File: src/rtl/lc4_divider_seq.sv
// Multi-cycle unsigned 16-bit restoring divider for LC4 DIV/MOD.
// Performs ITERS_PER_CYCLE iterations per enabled edge; divide-by-zero yields 0/0.
module lc4_divider_seq #(
   parameter int unsigned ITERS_PER_CYCLE = 1
) (
   input  logic        clk,
   input  logic        rst,
   input  logic        gwe,
   input  logic        i_start,
   input  logic [15:0] i_dividend,
   input  logic [15:0] i_divisor,
   output logic        o_busy,
   output logic        o_done,
   output logic [15:0] o_quotient,
   output logic [15:0] o_remainder
);

   localparam int unsigned W   = 16;
   localparam int unsigned CW  = 5;
   localparam int unsigned LAT = W / ITERS_PER_CYCLE;

   typedef enum logic {IDLE, BUSY} state_t;

   state_t         state_q, state_d;
   logic [W-1:0]   dvd_q, dvd_d;
   logic [W-1:0]   dvs_q, dvs_d;
   logic [W-1:0]   quo_q, quo_d;
   logic [W:0]     rem_q, rem_d;
   logic           zero_q, zero_d;
   logic [CW-1:0]  cnt_q, cnt_d;
   logic           busy_d, done_d;
   logic [W-1:0]   q_out_d, r_out_d;

   // Next-state, datapath iterations and output updates
   always_comb begin
      state_d = state_q;
      dvd_d   = dvd_q;
      dvs_d   = dvs_q;
      quo_d   = quo_q;
      rem_d   = rem_q;
      zero_d  = zero_q;
      cnt_d   = cnt_q;
      busy_d  = o_busy;
      done_d  = o_done;
      q_out_d = o_quotient;
      r_out_d = o_remainder;

      case (state_q)
         IDLE: begin
            done_d = 1'b0;
            if (i_start) begin
               dvd_d   = i_dividend;
               dvs_d   = i_divisor;
               zero_d  = (i_divisor == '0);
               rem_d   = '0;
               quo_d   = '0;
               cnt_d   = '0;
               busy_d  = 1'b1;
               state_d = BUSY;
            end
         end
         BUSY: begin
            for (int unsigned i = 0; i < ITERS_PER_CYCLE; i++) begin
               rem_d = {rem_d[W-1:0], dvd_d[W-1]};
               dvd_d = {dvd_d[W-2:0], 1'b0};
               if (rem_d >= {1'b0, dvs_q}) begin
                  rem_d = rem_d - {1'b0, dvs_q};
                  quo_d = {quo_d[W-2:0], 1'b1};
               end else begin
                  quo_d = {quo_d[W-2:0], 1'b0};
               end
            end
            cnt_d = cnt_q + CW'(1);
            // Last iteration batch: publish results and return to idle
            if (cnt_d == CW'(LAT)) begin
               state_d = IDLE;
               busy_d  = 1'b0;
               done_d  = 1'b1;
               q_out_d = zero_q ? '0 : quo_d;
               r_out_d = zero_q ? '0 : rem_d[W-1:0];
            end
         end
         default: state_d = IDLE;
      endcase
   end

   // State register; gwe gates every update except reset
   always_ff @(posedge clk) begin
      if (rst) begin
         state_q     <= IDLE;
         dvd_q       <= '0;
         dvs_q       <= '0;
         quo_q       <= '0;
         rem_q       <= '0;
         zero_q      <= 1'b0;
         cnt_q       <= '0;
         o_busy      <= 1'b0;
         o_done      <= 1'b0;
         o_quotient  <= '0;
         o_remainder <= '0;
      end else if (gwe) begin
         state_q     <= state_d;
         dvd_q       <= dvd_d;
         dvs_q       <= dvs_d;
         quo_q       <= quo_d;
         rem_q       <= rem_d;
         zero_q      <= zero_d;
         cnt_q       <= cnt_d;
         o_busy      <= busy_d;
         o_done      <= done_d;
         o_quotient  <= q_out_d;
         o_remainder <= r_out_d;
      end
   end

endmodule

File: config.mk
export PLATFORM = sky130hd
export DESIGN_NAME = lc4_divider_seq
export DESIGN_NICKNAME = d
export VERILOG_FILES = /design/src/rtl/lc4_divider_seq.sv
export SDC_FILE = /design/constraint.sdc
export NUM_CORES = 1
export LEC_CHECK = 0
export BUFFER_PORTS_ARGS = -buffer_cell sky130_fd_sc_hd__buf_2
export CAP_MARGIN = 10
export CORE_MARGIN = 10
export CORE_UTILIZATION = 59
export CTS_BUF_LIST = sky130_fd_sc_hd__clkbuf_4 sky130_fd_sc_hd__clkbuf_8
export DETAILED_ROUTE_END_ITERATION = 6
export PLACE_DENSITY = 0.86
export SYNTH_ARGS = -nofsm -noshare
export SYNTH_HDL_FRONTEND = slang
export SYNTH_SLANG_ARGS = --single-unit
File: constraint.sdc
create_clock -name clk -period 3.2 [get_ports clk]
set_input_delay 0.16 -clock clk [delete_from_list [all_inputs] [get_ports clk]]
set_output_delay 0.16 -clock clk [all_outputs]
set_load 0.01 [all_outputs]
==> flow_summary_export.csv, run 1 <==
group,metric,value,unit
run_status,status,"finished clean",
clocking,clockRootBuffer,"clkbuf_8",
logic_synthesis,seq_area_frac_synth,43.2,%
logic_synthesis,synth_edf_count,0,
timing,worst_pin_slew,0.808,ns
die,rows,32,
logic_synthesis,ys_warn_count,0,
timing,fin_setup_tns,0,ns
setup_path,start_kind,"flip-flop",
die,ios,70,
die,initial_utilization,61.4,%
timing,skew,0.0126,ns
placed_design,dp_hpwl,8.90,mm
routing,drc_errors,0,
clocking,cts_setup_buffers,0,
placed_design,place_ws,0.405,ns
logic_synthesis,synthCells,559,
setup_path,crit_buf_inv,2,
clocking,cts_buffers,9,
logic_synthesis,synthArstFlopShare,0,%
routing,wirelength,12.0,mm
die,die_width,110,um
setup_path,max_stage_delay,0.47,ns
grt,grt_pass1_vias,4184,
clocking,clkTransAtPathRegs,0.10,ns
finish,n_antenna_cell,0,
grt,grt_max_degree,48,
clocking,cts_resized,0,
timing,fin_crit_sh,90.2,%
finish,final_cell_area,5410,um^2
grt,grt_pass1_wl,19.6,mm
logic_synthesis,synth_common_cells,"dfxtp_1, nand2_1, nor2_1, a21oi_1",
routing,first_iter_violations,219,
logic_synthesis,yosysMostFrequentCell,"dfxtp_1",
finish,multiInputGateArea,2500,um^2
clocking,cts_max_level,3,
logic_synthesis,synth_area_leaders,"dfxtp_1, nand2_1, mux2i_1, nor2_1, ha_1",
clocking,clock-sinks,104,
timing,slew_headroom,46.2,%
finish,register_area,2080,um^2
setup_path,regToRegSetupSlack,0.31,ns
setup_path,path_max_fanout,13,
timing,final.min_clock_period,2.89,ns
setup_path,cp_slowest_cell,"o21ai_2",
routing,viasPerCell,5.88,
finish,fin_nets,670,
timing,rsz0062_at_grt,"false",
finish,fillers,656,
placed_design,placed_area,5240,um^2
setup_path,r2r-start,"dvs_q[8]",
clocking,hold_buffers,0,
hold_path,min_path_type,"in2reg",
logic_synthesis,synth.top_cell.area_share,43.2,%
routing,antenna_left,0,
finish,area_growth_syn_to_layout,12.2,%
timing,layout_setup_ws,0.314,ns
grt,antenna_found_initial,0,
timing,finalMaxSlewViolations,0,
setup_path,crit_start,"dvs_q[8]",
finish,drive_above_1_share,16.9,%
grt,grt_usage,19.9,%
logic_synthesis,syn-num-nets,613,
timing,setup_viol,0,
clocking,clk_latency,0.37,ns
setup_path,crit_cells,9,
setup_path,critPathTopFamily,"compound AO/OA/AOI/OAI gates",
logic_synthesis,synth.avg_cell_area,8.62,um^2
clocking,cts_buffer_depth,2,
die,die_h,110,um
logic_synthesis,synthFlopType,"dfxtp_1",
logic_synthesis,syn_area,4820,um^2
setup_path,worstRegToRegCells,9,
placed_design,globalplace.congestion,0.980,
routing,avgRoutedWirePerCell,16.7,um
logic_synthesis,synth-seq-cells,104,
timing,hold_viol,0,
finish,final_util,68.9,%
placed_design,port_buffers,69,
die,core,7850,um^2
setup_path,r2r-end,"o_remainder[5]",
power_and_ir_drop,cellPowerDensity,522,nW/um^2
routing,dr_total_vias,4248,
flow_run,maxCapViolations,0,
logic_synthesis,yosys.area.top_type,"dfxtp_1",
clocking,tritoncts,"yes",
setup_path,cp.required,3.43,ns
power_and_ir_drop,ir_drop,0.396,mV
setup_path,arrival,3.12,ns
power_and_ir_drop,p_leak,2.24,nW
die,fp.dieArea,12200,um^2
grt,overflow,0,
routing,drt-pass1-iter-count,5,
logic_synthesis,yosys.cell_types.count,53,
setup_path,cp-endpoint,"o_remainder[5]",
timing,fmax,0.347,GHz
setup_path,cp-end-kind,"flip-flop",
setup_path,critical_path_class,"reg2reg",
setup_path,path_cells,"inv_1 -> ha_1 -> o21ai_0 -> a221oi_1 -> o32ai_4 -> o21ai_2 -> buf_4 -> mux2i_1 -> o21ai_1",
-- per-stage QoR --
step / total power, mW / std cells / hold WS [ns]
finish: 2.83 / 722 / 0.0332
global placement: 2.07 / 707 / 0.405
global route: 2.95 / 722 / 0.0403
floorplan: 1.94 / 559 / 0.296
detailed placement: 2.09 / 707 / 0.425
CTS: 2.82 / 722 / 0.0344
-- flip-flops by register name (all words and copies together) (netlist names) --
name	flops
rem_q	16
cnt_q	5
o_quotient	16
state_q	1
zero_q	1
dvs_q	16
o_done	1
o_busy	1
o_remainder	16
dvd_q	16
quo_q	15
-- worst min path at each step --
stage / end / slack (ns) / from / cells past startpoint
3_3_place_gp: dvd_q[0] / 0.41 / i_dividend[0] / 3
6_report: dvd_q[0] / 0.03 / i_dividend[0] / 3
4_1_cts: dvd_q[0] / 0.03 / i_dividend[0] / 3
5_1_grt: dvs_q[1] / 0.04 / i_divisor[1] / 3
2_1_floorplan: dvs_q[10] / 0.30 / i_divisor[10] / 2
3_5_place_dp: dvs_q[1] / 0.43 / i_divisor[1] / 3
-- worst register-to-register path: stages (launching register included) --
cell      delay [ns]
dfxtp_1         0.34
inv_1           0.05
ha_1            0.40
o21ai_0         0.13
a221oi_1        0.46
o32ai_4         0.19
o21ai_2         0.47
buf_4           0.34
mux2i_1         0.28
o21ai_1         0.11
-- power by group --
| part | internal (mW) | switching [mW] |
|---|---|---|
| clock | 0.293 | 0.455 |
| sequential | 1.33 | 0.0256 |
| combinational | 0.301 | 0.419 |
| total | 1.93 | 0.900 |
-- cell usage in the layout, fill, tap and decap left out, drive strengths merged, types with 3 or more instances in the layout --
| cell type | count |
|---|---|
| o21a | 4 |
| clkbuf | 10 |
| a22oi | 18 |
| mux2 | 3 |
| and3 | 3 |
| nand4 | 4 |
| nor4 | 5 |
| clkinvlp | 3 |
| nor2 | 60 |
| a21o | 5 |
| a22o | 13 |
| xor2 | 5 |
| a31oi | 4 |
| nand3 | 7 |
| nor3 | 4 |
| ha | 17 |
| inv | 27 |
| a21oi | 39 |
| dfxtp | 104 |
| xnor2 | 6 |
| buf | 80 |
| mux2i | 26 |
| nand2 | 74 |
| or3 | 3 |
| nor2b | 4 |
| nor3b | 9 |
| a211oi | 18 |
| o21ai | 39 |
| nand2b | 4 |
-- kinds of logic (layout without fill, tap and decap cells) --
group           count (synthesis)  count (layout)  synth area share [%]
compound gates                158             158                  22.4
flops                         104             104                  43.2
xor+xnor                       11              11                  2.00
buf+inv                        59             120                  4.80
simple gates                  180             180                  16.5
mux                            29              29                  6.26
fa+ha+maj                      18              18                  4.83
-- cell type report --
cell class / instances / share of cell area (%)
multi-input cells: 396 / 46.3
flip-flops and latches: 104 / 38.5
repair buffers: 80 / 7.91
clock buffers: 10 / 2.43
well taps: 102 / 2.36
inverters: 25 / 1.74
clock inverters: 5 / 0.740
-- routing by layer --
metal / routed length (um) / vias to the layer above / track usage [%]
li1: - / 2089 / -
met1: 4980 / 1984 / 23.8
met2: 6040 / 148 / 34.8
met3: 741 / 27 / 4.12
met4: 274 / 0 / 6.97
met5: 0 / - / 0
Note: power is estimated with default switching activity, not from simulation.
==> run 2, diff against run 1 <==
BUFFER_PORTS_ARGS = -buffer_cell sky130_fd_sc_hd__clkbuf_2   (was -buffer_cell sky130_fd_sc_hd__buf_2)
==> flow_summary_export.csv, run 2 (synthesis results as in run 1) <==
group,metric,value,unit
run_status,status,"finished clean",
grt,grt_max_degree,33,
grt,grt_busiest_layer,"met2",
timing,worst_pin_slew,0.615,ns
die,fp.dieArea,12200,um^2
setup_path,arrival,3.10,ns
setup_path,cp-end-kind,"flip-flop",
finish,fin_nets,672,
setup_path,regToRegSetupSlack,0.35,ns
finish,fillers,656,
die,die_width,110,um
clocking,cts_buffers,9,
timing,slew_headroom,59.0,%
clocking,clkTransAtPathRegs,0.11,ns
die,core,7850,um^2
routing,wirelength,11.8,mm
setup_path,critical_path_class,"reg2reg",
flow_run,maxCapViolations,0,
setup_path,path_max_fanout,13,
routing,antenna_left,0,
timing,rsz0062_at_grt,"false",
power_and_ir_drop,ir_drop,0.417,mV
grt,grt_util_met3,5.22,%
clocking,hold_buffers,0,
grt,use_met1,23.6,%
grt,overflow,0,
die,initial_utilization,61.4,%
timing,finalMaxSlewViolations,0,
setup_path,r2r-start,"dvs_q[8]",
routing,avgRoutedWirePerCell,16.3,um
die,rows,32,
finish,final_cells,725,
grt,grt_pass1_vias,4083,
grt,antenna_found_initial,0,
placed_design,dp_hpwl,8.72,mm
routing,dr_total_vias,4228,
die,die_h,110,um
routing,drc_errors,0,
timing,hold_viol,0,
clocking,clock-sinks,104,
clocking,cts_resized,0,
hold_path,holdPathStages,3,
clocking,cts_buffer_depth,2,
timing,final.min_clock_period,2.85,ns
timing,skew,0.0110,ns
placed_design,post-place-cells,709,
placed_design,globalplace.congestion,0.968,
clocking,tritoncts,"yes",
grt,grt_pass1_wl,19.6,mm
setup_path,cp.required,3.45,ns
finish,final_common_cell,"dfxtp_1",
placed_design,port_buffers,69,
timing,setup_viol,0,
routing,drt-pass1-iter-count,5,
clocking,cts_max_level,3,
hold_path,hold-path-endpoint,"dvs_q[3]",
timing,fin_crit_sh,88.9,%
setup_path,r2r-end,"o_remainder[10]",
hold_path,hold_start,"i_divisor[3]",
grt,grt_usage,19.7,%
clocking,clockRootBuffer,"clkbuf_8",
finish,area_growth_syn_to_layout,13.6,%
power_and_ir_drop,cellPowerDensity,541,nW/um^2
clocking,clk_latency,0.38,ns
setup_path,start_kind,"flip-flop",
timing,holdWs,0.00762,ns
routing,first_iter_violations,233,
finish,final_cell_mix,"dfxtp_1, nand2_1, clkbuf_2",
clocking,cts_setup_buffers,0,
grt,met2_usage,34.3,%
power_and_ir_drop,p_leak,2.26,nW
finish,n_antenna_cell,0,
timing,fmax,0.351,GHz
finish,drive_above_1_share,17.3,%
routing,viasPerCell,5.83,
timing,fin_setup_tns,0,ns
die,ios,70,
setup_path,worstRegToRegCells,9,
hold_path,min_path_type,"in2reg",
-- run 2: changes by cell type in the layout (fill, tap and decap cells not counted), sizes merged --
cell | before | now
buf | 80 | 13
bufinv | 0 | 1
clkbuf | 10 | 78
clkinv | 0 | 3
clkinvlp | 3 | 0
inv | 27 | 28
-- run 2: worst max-delay path: stages (launching register included) --
cell and delay, ns:
dfxtp_1 0.34, inv_1 0.05, ha_1 0.38, o21ai_0 0.12
a221oi_1 0.47, o32ai_4 0.19, o21ai_2 0.45, buf_4 0.33
mux2i_1 0.29, o21ai_1 0.10
-- run 2: how the worst max path moves through the flow --
stage,start,to,cells after the start
after floorplan,dvs_q[1],o_remainder[12],10
after global placement,dvs_q[8],o_remainder[3],9
after detailed placement,dvs_q[8],o_remainder[10],9
after CTS,dvs_q[8],o_remainder[10],9
after global routing,dvs_q[8],o_remainder[10],9
final,dvs_q[8],o_remainder[10],9
-- run 2: through the flow --
step	utilization (%)	area, um^2	power [mW]	setup slack [ns]
final	69.7	5470	2.96	0.354
after floorplan	-	4820	1.94	0.780
after global placement	66.9	5250	2.07	0.519
after global routing	69.7	5470	3.10	0.148
after detailed placement	66.9	5250	2.09	0.382
after CTS	69.7	5470	2.96	0.353
-- run 2: final cells by class --
type	count	area, um^2	share of cell area (%)
multi-input cells	396	2500	45.8
flip-flops and latches	104	2080	38.0
repair buffers	82	443	8.09
well taps	102	128	2.33
clock buffers	9	124	2.26
clock inverters	7	97.6	1.78
inverters	25	93.8	1.71
-- run 2: layer usage --
| metal | up-vias | routed length [um] |
|---|---|---|
| li1 | 2093 | - |
| met1 | 1987 | 5000 |
| met2 | 131 | 5900 |
| met5 | - | 0 |
| met3 | 17 | 756 |
| met4 | 0 | 173 |
-- run 2: power breakdown --
part           total (mW)  internal, mW  leakage (nW)  switching (mW)
Combinational       0.724         0.303          1.31           0.421
Sequential           1.36          1.33         0.843          0.0282
Clock               0.878         0.385         0.110           0.494
==> run 3, diff against run 2 <==
ABC_AREA = 1   (was default)
CORE_UTILIZATION = 60   (was 59)
PLACE_DENSITY = 0.87   (was 0.86)
==> flow_summary_export.csv, run 3 <==
group,metric,value,unit
clocking,clk_latency,0.38,ns
power_and_ir_drop,cellPowerDensity,546,nW/um^2
finish,final_common_cell,"nand2_1",
grt,grt_pass1_vias,4790,
logic_synthesis,synth.avg_cell_area,7.23,um^2
power_and_ir_drop,ir_drop,0.346,mV
finish,n_antenna_cell,0,
setup_path,regToRegSetupSlack,0.87,ns
clocking,clockRootBuffer,"clkbuf_8",
logic_synthesis,syn-num-nets,754,
placed_design,dp_hpwl,9.75,mm
setup_path,cp-end-kind,"flip-flop",
placed_design,port_buffers,69,
routing,antenna_left,0,
finish,drive_above_1_share,15.5,%
routing,viasPerCell,5.59,
logic_synthesis,synthFlopType,"dfxtp_1",
grt,grt_usage,21.0,%
timing,fmax,0.430,GHz
hold_path,hold-path-endpoint,"dvd_q[9]",
grt,overflow,0,
logic_synthesis,synth-seq-cells,104,
timing,slew_headroom,39.9,%
logic_synthesis,yosysMostFrequentCell,"nand2_1",
hold_path,holdPathStages,3,
timing,final.min_clock_period,2.33,ns
timing,fin_setup_tns,0,ns
setup_path,r2r-end,"o_remainder[10]",
logic_synthesis,synthArstFlopShare,0,%
clocking,tritoncts,"yes",
setup_path,cp.required,3.45,ns
logic_synthesis,synthCells,700,
die,core,8220,um^2
clocking,clock-sinks,104,
finish,final_cell_area,5620,um^2
grt,grt_pass1_wl,22.5,mm
clocking,cts_buffers,9,
clocking,cts_buffer_depth,2,
timing,rsz0062_at_grt,"false",
timing,setup_viol,0,
logic_synthesis,yosys.area.top_type,"dfxtp_1",
power_and_ir_drop,p_leak,2.52,nW
clocking,cts_setup_buffers,0,
hold_path,hold_start,"i_dividend[9]",
setup_path,start_kind,"flip-flop",
placed_design,place_ws,0.911,ns
logic_synthesis,synth_common_cells,"nand2_1, dfxtp_1, inv_1, a21oi_1, nand3_1",
routing,drc_errors,0,
timing,worst_pin_slew,0.900,ns
timing,fin_crit_sh,72.7,%
timing,skew,0.0145,ns
placed_design,globalplace.congestion,0.884,
die,ios,70,
finish,fin_nets,806,
placed_design,placed_area,5410,um^2
logic_synthesis,synth_area_leaders,"dfxtp_1, nand2_1, inv_1, a21oi_1, nand3_1",
grt,antenna_found_initial,0,
clocking,cts_resized,0,
die,die_width,112,um
setup_path,path_max_fanout,18,
flow_run,maxCapViolations,0,
routing,avgRoutedWirePerCell,15.6,um
clocking,clkTransAtPathRegs,0.12,ns
timing,holdWs,0.0188,ns
routing,dr_total_vias,4818,
die,die_h,112,um
setup_path,critical_path_class,"reg2reg",
finish,fillers,702,
routing,drt-pass1-iter-count,5,
clocking,hold_buffers,0,
setup_path,worstRegToRegCells,11,
die,initial_utilization,61.6,%
routing,wirelength,13.4,mm
logic_synthesis,synth_edf_count,0,
hold_path,min_path_type,"in2reg",
logic_synthesis,synth.top_cell.area_share,41.1,%
logic_synthesis,yosys.cell_types.count,38,
logic_synthesis,seq_area_frac_synth,41.1,%
setup_path,arrival,2.57,ns
die,fp.dieArea,12500,um^2
timing,finalMaxSlewViolations,0,
routing,first_iter_violations,317,
grt,grt_max_degree,46,
timing,layout_setup_ws,0.874,ns
finish,area_growth_syn_to_layout,11.1,%
timing,hold_viol,0,
run_status,status,"finished clean",
setup_path,r2r-start,"dvs_q[7]",
logic_synthesis,ys_warn_count,0,
finish,final_cell_mix,"nand2_1, dfxtp_1, clkbuf_2",
die,rows,33,
clocking,cts_max_level,3,
logic_synthesis,syn_area,5060,um^2
[run 3: cell count changes in the layout (fill, tap and decap cells not counted), moves of 11 or more]
cell | before | now
nand3_1 | 7 | 48
o21ai_0 | 11 | 39
a22oi_1 | 18 | 1
nand3b_1 | 0 | 16
a211oi_1 | 18 | 1
a21oi_1 | 38 | 49
nor2_1 | 60 | 23
nand2_1 | 74 | 194
a31oi_1 | 4 | 15
inv_1 | 25 | 68
mux2i_1 | 26 | 0
a22o_1 | 13 | 0
[run 3: how the worst max path moves through the flow]
| stage | from | endpoint | depth (start not counted) |
|---|---|---|---|
| 2_1_floorplan | dvs_q[12] | o_quotient[0] | 13 |
| 5_1_grt | state_q | o_remainder[0] | 7 |
| 3_5_place_dp | state_q | o_remainder[10] | 7 |
| 3_3_place_gp | dvs_q[8] | o_remainder[12] | 11 |
| 4_1_cts | state_q | o_remainder[8] | 7 |
| 6_report | dvs_q[7] | o_remainder[10] | 11 |
[run 3: cell families after synthesis]
family,after synthesis,synth area share (%)
compound gates,145,15.5
buf+inv,105,8.55
flops,104,41.1
xor+xnor,8,1.38
simple gates,320,28.9
fa+ha+maj,18,4.60
[run 3: worst max-delay path: stages (launching register included)]
cell,delay (ns)
dfxtp_1,0.32
inv_1,0.06
ha_1,0.36
nand2_1,0.12
nor2_1,0.23
nand3_1,0.18
nand3_2,0.14
nand2_4,0.15
nand2_4,0.27
nand3_1,0.18
nand2_1,0.12
o21ai_1,0.07
[run 3: cell type report]
type / instances / area, um^2 / area share, %
tap: 105 / 131 / 2.34
multi-input combinational: 491 / 2550 / 45.3
clock buffer: 9 / 124 / 2.20
timing repair buffer: 74 / 383 / 6.81
clock inverter: 7 / 86.3 / 1.54
inverter: 72 / 270 / 4.81
sequential: 104 / 2080 / 37.0
[run 3: where the power goes]
group          switching, mW  internal (mW)
combinational          0.586          0.278
clock                  0.531          0.314
sequential            0.0232           1.34
[run 3: metal layers]
layer,wire length (um),global-route usage (%),vias to the layer above
met5,0,0,-
met4,229,5.91,0
met3,753,4.72,22
met2,6620,37.4,141
met1,5810,24.6,2239
li1,-,-,2416
[run 3: stage by stage]
step | instances | power, mW | utilization (%)
finish | 862 | 3.07 | 68.4
global route | 862 | 3.24 | 68.4
CTS | 862 | 3.07 | 68.4
detailed placement | 846 | 2.23 | 65.9
global placement | 846 | 2.21 | 65.9
floorplan | 700 | 2.06 | -
